===== src/rtl/mux_share_arbiter_pkg.sv =====
// Shared definitions for the result-path arbiter: FSM state encoding,
// counter width and the default data width.
package mux_share_arbiter_pkg;

   localparam int DW_DEFAULT = 4;
   localparam int CNT_W      = 4;

   typedef enum logic [1:0] {
      IDLE = 2'd0,
      OWN0 = 2'd1,
      OWN1 = 2'd2
   } state_t;

endpackage


===== src/rtl/mux_share_arbiter_mux.sv =====
// Plain 2:1 data select for the shared result path (sel=0 -> a, sel=1 -> b).
module mux4b_2_to_1 #(
   parameter int W = 4
) (
   input  logic [W-1:0] a,
   input  logic [W-1:0] b,
   input  logic         sel,
   output logic [W-1:0] y
);

   assign y = sel ? b : a;

endmodule


===== src/rtl/mux_share_arbiter.sv =====
// Round-robin burst arbiter sharing one result path between ALU writeback
// (requester 0) and load return (requester 1), with a registered output stage.
module mux_share_arbiter
   import mux_share_arbiter_pkg::*;
#(
   parameter int DW        = DW_DEFAULT,
   parameter int MAX_BURST = 4
) (
   input  logic          clk,
   input  logic          rst,
   input  logic          req0,
   input  logic [DW-1:0] data0,
   input  logic          last0,
   input  logic          req1,
   input  logic [DW-1:0] data1,
   input  logic          last1,
   output logic          gnt0,
   output logic          gnt1,
   output logic          ack0,
   output logic          ack1,
   output logic          sel,
   output logic [DW-1:0] out_data,
   output logic          out_valid,
   input  logic          out_ready
);

   // Count value seen before the beat that hits the burst limit.
   localparam logic [CNT_W-1:0] LAST_CNT = CNT_W'(MAX_BURST - 1);

   state_t           state;
   logic [CNT_W-1:0] count;
   logic             ptr;
   logic             space;
   logic             ack_any;
   logic             owner_last;
   logic             release_beat;
   logic [DW-1:0]    mux_y;

   // NOTE: acks are combinational so a beat can be taken in the same cycle the
   // output stage frees up; they depend only on registered state plus inputs.
   assign space        = !out_valid || out_ready;
   assign ack0         = gnt0 & req0 & space;
   assign ack1         = gnt1 & req1 & space;
   assign ack_any      = ack0 | ack1;
   assign owner_last   = (gnt0 & last0) | (gnt1 & last1);
   assign release_beat = ack_any & (owner_last | (count == LAST_CNT));

   mux4b_2_to_1 #(
      .W (DW)
   ) u_mux (
      .a   (data0),
      .b   (data1),
      .sel (sel),
      .y   (mux_y)
   );

   // NOTE: every register here uses non-blocking assignment so all updates see
   // the pre-edge values, independent of statement order.
   always_ff @(posedge clk) begin
      if (rst) begin
         state     <= IDLE;
         gnt0      <= 1'b0;
         gnt1      <= 1'b0;
         sel       <= 1'b0;
         out_valid <= 1'b0;
         out_data  <= '0;
         count     <= '0;
         ptr       <= 1'b0;
      end else begin
         if (ack_any) begin
            out_data  <= mux_y;
            out_valid <= 1'b1;
            count     <= release_beat ? '0 : count + 1'b1;
         end else if (out_valid && out_ready) begin
            out_valid <= 1'b0;
         end

         case (state)
            IDLE: begin
               // sel is left alone here so the mux keeps its last selection.
               if (req0 && (!req1 || !ptr)) begin
                  state <= OWN0;
                  gnt0  <= 1'b1;
                  sel   <= 1'b0;
               end else if (req1) begin
                  state <= OWN1;
                  gnt1  <= 1'b1;
                  sel   <= 1'b1;
               end
            end
            OWN0: begin
               if (release_beat) begin
                  ptr  <= 1'b1;
                  gnt0 <= 1'b0;
                  if (req1) begin
                     state <= OWN1;
                     gnt1  <= 1'b1;
                     sel   <= 1'b1;
                  end else begin
                     state <= IDLE;
                  end
               end
            end
            OWN1: begin
               if (release_beat) begin
                  ptr  <= 1'b0;
                  gnt1 <= 1'b0;
                  if (req0) begin
                     state <= OWN0;
                     gnt0  <= 1'b1;
                     sel   <= 1'b0;
                  end else begin
                     state <= IDLE;
                  end
               end
            end
            default: begin
               state <= IDLE;
               gnt0  <= 1'b0;
               gnt1  <= 1'b0;
            end
         endcase
      end
   end

endmodule


===== config.mk =====
export PLATFORM = sky130hd
export DESIGN_NAME = mux_share_arbiter
export DESIGN_NICKNAME = d
export VERILOG_FILES = /design/src/rtl/mux_share_arbiter_pkg.sv /design/src/rtl/mux_share_arbiter_mux.sv /design/src/rtl/mux_share_arbiter.sv
export SDC_FILE = /design/constraint.sdc
export NUM_CORES = 1
export LEC_CHECK = 0
export ABC_AREA = 1
export BUFFER_PORTS_ARGS = -buffer_cell sky130_fd_sc_hd__buf_2
export CAP_MARGIN = 20
export CORE_MARGIN = 2
export CORE_UTILIZATION = 45
export DETAILED_ROUTE_END_ITERATION = 6
export PLACE_DENSITY = 0.76
export SYNTH_ARGS = -nofsm -noshare
export SYNTH_HDL_FRONTEND = slang
export SYNTH_SLANG_ARGS = --single-unit
export TNS_END_PERCENT = 30

===== constraint.sdc =====
create_clock -name clk -period 1.5 [get_ports clk]
set_clock_uncertainty 0.15 [all_clocks]
set_input_delay 0.3 -clock clk [delete_from_list [all_inputs] [get_ports clk]]
set_output_delay 0.3 -clock clk [all_outputs]
set_load 0.01 [all_outputs]

==> impl_metrics.py, run 1 <==
metrics = {
    "outcome": {
        "status": "finished clean",
    },
    "worst_hold_path": {
        "hp-class": "input pin to flip-flop",
        "hp-start": "data0[0]",
    },
    "global_route": {
        "grt_pass1_wl_um": 3146,
        "grt_start_max_net_pins": 14,
        "overflow": 0,
        "grt_pass1_vias": 813,
        "antenna_found_initial": 0,
        "grtUsageTotal_pct": 16.81,
    },
    "yosys": {
        "synthCells": 131,
        "synth.area.top_cells": "dfxtp_1 (34%), nand2_1 (11%), inv_1 (9.7%)",
        "ys_types": 19,
        "syn_avg_cell_area_um2": 6.800,
        "synth_fp_nets": 151,
        "synth_seq_cells": 15,
        "synth_top_area_cell": "dfxtp_1",
        "ys_seq_area_share_pct": 33.71,
        "mappedNetlistArea_um2": 890.9,
        "synth_top_area_share_pct": 33.71,
        "yosysWarnings": 0,
    },
    "clocking": {
        "cts_buffers": 3,
        "path_clk_slew_ns": 0.09,
        "tritoncts": "built",
        "hold_buffers": 0,
        "clkSinkCount": 15,
        "insertion_delay_ns": 0.30,
        "ctsHtreeMaxLevel": 1,
        "cts-root-buf": "clkbuf_4",
        "clockBufferDepth": 2,
    },
    "sta": {
        "fin_crit_sh_pct": 97.35,
        "setup_viol": 0,
        "setup_ws_ns": 0.03975,
        "relSlewSlack_pct": 83.02,
        "fin_setup_tns_ns": 0,
        "fin_crit_ns": 1.460,
        "max_slew.worst_pin.slew_ns": 0.2544,
        "rsz0062_at_grt": "yes",
        "hold_violations": 0,
        "fmax_mhz": 684.8,
        "holdWs_ns": 0.1359,
        "drv_slew": 0,
    },
    "worst_setup_path": {
        "r2r-start": "state[0]$_SDFFE_PP0P_",
        "critPathKind": "flip-flop to output pin",
        "cp-end-kind": "output pin",
        "worstSetupStartpoint": "gnt1$_SDFFE_PP0P_",
        "start_kind": "flip-flop",
        "worstPathArrival_ns": 1.01,
        "crit_required_ns": 1.05,
        "crit_path_max_fanout": 4,
    },
    "finish": {
        "finalInstanceArea_um2": 1132,
        "final_util_pct": 58.92,
        "areaGrowthSynthToFinish_pct": 27.11,
        "layout.nets": 180,
        "layout_common_cells": "buf_2 (24), nand2_1 (22), inv_1 (20)",
        "diodes": 0,
        "nFillCells": 181,
        "final_layout_size_suffix_gt1_share_pct": 35.22,
        "final_common_cell": "buf_2",
    },
    "power": {
        "power.switching_w": 0.0007951,
        "p_leak_nw": 0.5779,
        "intPower_w": 0.001021,
        "power_frac_comb_pct": 51.4,
        "ir_drop_mv": 0.7202,
        "clockPowerShare_pct": 13.5,
        "p_sw_share_pct": 43.78,
        "seqPwrFrac_pct": 35.1,
        "powerDensity_nw_per_um2": 1604,
    },
    "route": {
        "wire_per_inst_um": 10.52,
        "vias_per_cell": 4.903,
        "drc_errors": 0,
        "vias": 912,
        "first_pass_iters": 4,
        "ant_nets": 0,
        "drtIter0Drc": 9,
        "wl_um": 1956,
    },
    "floorplan": {
        "ioPinCount": 25,
        "core_um2": 1922,
        "start_util_pct": 46.35,
        "dieArea_um2": 2352,
        "die_x_um": 48.50,
        "rows": 16,
        "dieHeight_um": 48.50,
    },
    "placed_design": {
        "hpwl_um": 1447,
        "place_ws_ns": 0.04762,
        "place.gp.congestion": 0.7884,
        "portBuffers": 24,
        "placed_cell_area_um2": 1044,
    },
    "job": {
        "maxCapViolCount": 0,
    },
}
per-stage QoR:
step / power [W] / instances
floorplan: 0.001250 / 131
global placement: 0.001431 / 181
detailed placement: 0.001469 / 181
CTS: 0.001720 / 185
global route: 0.001972 / 186
finish: 0.001816 / 186
registers in the layout, summed over array words and instances, names as in the netlist:
register / flops
count: 4
gnt1: 1
gnt0: 1
state: 2
sel: 1
out_data: 4
ptr: 1
out_valid: 1
synthesized netlist by cell type:
cell type and number:
nand2_1 27, inv_1 23, dfxtp_1 15, a21oi_1 14, nand3_1 10, nor2_1 10, o21ai_0 9, ha_1 5
mux2i_1 4, nor3_1 3, nand2_2 2, nand2_4 2, a211oi_1 1, buf_2 1, buf_4 1, clkbuf_1 1
clkinv_1 1, inv_2 1, o21ai_4 1
final timing paths:
| kind | to | slack (ns) | depth (start not counted) |
|---|---|---|---|
| min | out_data[0]$_SDFFE_PP0P_ | 0.14 | 3 |
| max reg2reg | sel$_SDFFE_PP0P_ | 0.08 | 7 |
| min reg2reg | ptr$_SDFFE_PP0P_ | 0.32 | 2 |
| max | ack1 | 0.04 | 5 |
metal layers:
layer,part of all wire [%],GRT usage (%)
met1,46,19.06
met3,3.7,3.086
met4,1.9,8.571
met5,0,0
met2,49,30.09
layout make-up:
cell class              count  area, um2  area share [%]
repair buffers             27      142.6           12.60
multi-input cells          88      523.0           46.19
clock buffers               3      22.52           1.989
inverters                  25      93.84           8.287
flip-flops and latches     15      311.5           27.51
clock inverters             1      5.005          0.4420
well taps                  27      33.78           2.983
repair_timing:
item / 4_1_cts / 5_1_grt
resized for setup: 3 / 19
setup endpoints to repair: 1 / 11
buffers inserted: 0 / 1
power groups by stage:
| stage | sequential (W) | clock (W) | combinational (W) |
|---|---|---|---|
| final | 0.000638 | 0.000245 | 0.000933 |
| after global routing | 0.000654 | 0.000259 | 0.00106 |
| after CTS | 0.000611 | 0.000251 | 0.000858 |
| after detailed placement | 0.000617 | 0 | 0.000852 |
| after global placement | 0.000607 | 0 | 0.000823 |
| after floorplan | 0.000619 | 0 | 0.000631 |
kinds of logic (layout without fill, tap and decap cells):
group / count (synthesis) / count (layout) / synth area share [%]
flip-flops: 15 / 15 / 33.71
AND/OR/NAND/NOR: 54 / 54 / 26.83
buffers and inverters: 28 / 56 / 12.36
AO/OA/AOI/OAI: 25 / 25 / 15.59
multiplexers: 4 / 4 / 4.495
adder cells (fa/ha/maj): 5 / 5 / 7.022
worst max-delay path, stage by stage (launching register included):
cell and delay (ns):
dfxtp_2 0.35, nand2_1 0.06, clkinv_1 0.06, nand2_2 0.08, inv_1 0.04, buf_2 0.13
Note: power is estimated with default switching activity, not from simulation.
==> inputs of run 2 (changes only) <==
Settings changed: RECOVER_POWER set to 100.
==> impl_metrics.py, run 2 (synthesis results as in run 1) <==
metrics = {
    "outcome": {
        "status": "finished clean",
    },
    "worst_setup_path": {
        "slowest_delay_ns": 0.35,
        "cpLargestDelayFamily": "flip-flops",
        "critPathKind": "flip-flop to output pin",
        "critPathSlowestCell": "dfxtp_2",
        "worstPathArrival_ns": 1.01,
        "crit_required_ns": 1.05,
        "crit_chain": "nand2_1, clkinv_1, nand2_2, inv_1, buf_2",
        "start_kind": "flip-flop",
        "cp-end-kind": "output pin",
        "critPathBufInv": 3,
        "crit_path_max_fanout": 4,
    },
    "sta": {
        "max_slew.worst_pin.slew_ns": 0.2527,
        "setup_viol": 0,
        "fmax_mhz": 685.6,
        "hold_violations": 0,
        "rsz0062_at_grt": "yes",
        "relSlewSlack_pct": 83.13,
        "fin_crit_ns": 1.459,
        "drv_slew": 0,
        "fin_crit_sh_pct": 97.23,
    },
    "clocking": {
        "clockBufferDepth": 2,
        "clkSinkCount": 15,
        "insertion_delay_ns": 0.30,
        "path_clk_slew_ns": 0.09,
        "tritoncts": "built",
        "cts_buffers": 3,
        "cts-root-buf": "clkbuf_4",
        "ctsHtreeMaxLevel": 1,
    },
    "placed_design": {
        "hpwl_um": 1447,
        "placed_cell_area_um2": 1044,
        "place.gp.congestion": 0.7884,
        "portBuffers": 24,
    },
    "route": {
        "ant_nets": 0,
        "first_pass_iters": 4,
        "drtIter0Drc": 7,
        "drc_errors": 0,
        "vias": 909,
        "vias_per_cell": 4.887,
        "wl_um": 1943,
        "wire_per_inst_um": 10.45,
    },
    "finish": {
        "final_util_pct": 58.40,
        "final_common_cell": "nand2_1",
        "final_layout_size_suffix_gt1_share_pct": 32.08,
        "layout.nets": 180,
        "reg_top3": "count (4), out_data (4), state (2)",
        "layout_common_cells": "nand2_1 (22), inv_1 (20), buf_2 (20)",
        "finalInstanceArea_um2": 1122,
        "areaGrowthSynthToFinish_pct": 25.98,
        "diodes": 0,
    },
    "job": {
        "maxCapViolCount": 0,
    },
    "floorplan": {
        "die_x_um": 48.50,
        "core_um2": 1922,
        "start_util_pct": 46.35,
        "dieHeight_um": 48.50,
        "rows": 16,
        "dieArea_um2": 2352,
        "ioPinCount": 25,
    },
    "global_route": {
        "overflow": 0,
        "grt_pass1_wl_um": 3146,
        "grt_pass1_vias": 813,
        "antenna_found_initial": 0,
        "grt_start_max_net_pins": 14,
        "grtUsageTotal_pct": 16.81,
    },
    "power": {
        "ir_drop_mv": 0.7173,
        "p_leak_nw": 0.5638,
        "powerDensity_nw_per_um2": 1602,
    },
    "worst_hold_path": {
        "hp-class": "input pin to flip-flop",
    },
}
[run 2: cell types whose count changed in the layout (fill, tap and decap cells not counted)]
cell,before,now
buf_2,24,20
clkbuf_1,0,4
buf_4,3,2
clkbuf_2,0,1
ha_1,1,2
ha_2,2,1
[run 2: routing by layer]
metal | wire [um] | vias to the layer above | global-route usage (%)
met3 | 85 | 4 | 3.086
met2 | 947 | 24 | 30.09
met4 | 37 | 0 | 8.571
met1 | 873 | 409 | 19.06
li1 | - | 472 | -
met5 | 0 | - | 0
[run 2: per-stage QoR]
stage | hold WS (ns) | TNS, ns | instances | worst slack (ns) | power (W)
after floorplan | 0.2743 | 0 | 131 | 0.1562 | 0.001250
after global placement | 0.2984 | 0 | 181 | 0.09671 | 0.001431
after detailed placement | 0.3017 | 0 | 181 | 0.04762 | 0.001469
after CTS | 0.1367 | 0 | 185 | 0.008357 | 0.001720
after global routing | 0.1630 | -0.05509 | 186 | -0.01874 | 0.001953
final | 0.1365 | 0 | 186 | 0.04148 | 0.001798
[run 2: layout make-up]
class                      instances  area (um2)
fill                             186       799.5
multi-input combinational         88       520.5
sequential                        15       311.5
timing repair buffer              27       135.1
inverter                          25       93.84
tap                               27       33.78
clock buffer                       3       22.52
clock inverter                     1       5.005
[run 2: worst paths after layout]
check	startpoint	to	slack (ns)	cells past startpoint
max reg2reg	state[0]$_SDFFE_PP0P_	sel$_SDFFE_PP0P_	0.08	7
min	data0[0]	out_data[0]$_SDFFE_PP0P_	0.14	3
min reg2reg	ptr$_SDFFE_PP0P_	ptr$_SDFFE_PP0P_	0.32	2
max	gnt1$_SDFFE_PP0P_	ack1	0.04	5
[run 2: timing repair]
action                                 in CTS  in global routing
buffers inserted                            0                  1
pin swaps                                   0                  0
endpoints found under the hold margin       0                  0
gates resized for setup                     3                 19
hold buffers                                0                  0
setup endpoints to repair                   1                 11
[run 2: worst reg2reg max path, cell delays in order (launching register included)]
cell and delay, ns:
dfxtp_4 0.37, inv_2 0.08, ha_2 0.28, a21oi_1 0.16, o21ai_0 0.11, nand3_1 0.09, nand2_1 0.05, nor2_1 0.07
[run 2: where the power goes]
group	switching, W	internal [W]	total (W)
clock	0.000145	0.0000995	0.000244
combinational	0.000540	0.000376	0.000915
sequential	0.000109	0.000529	0.000638
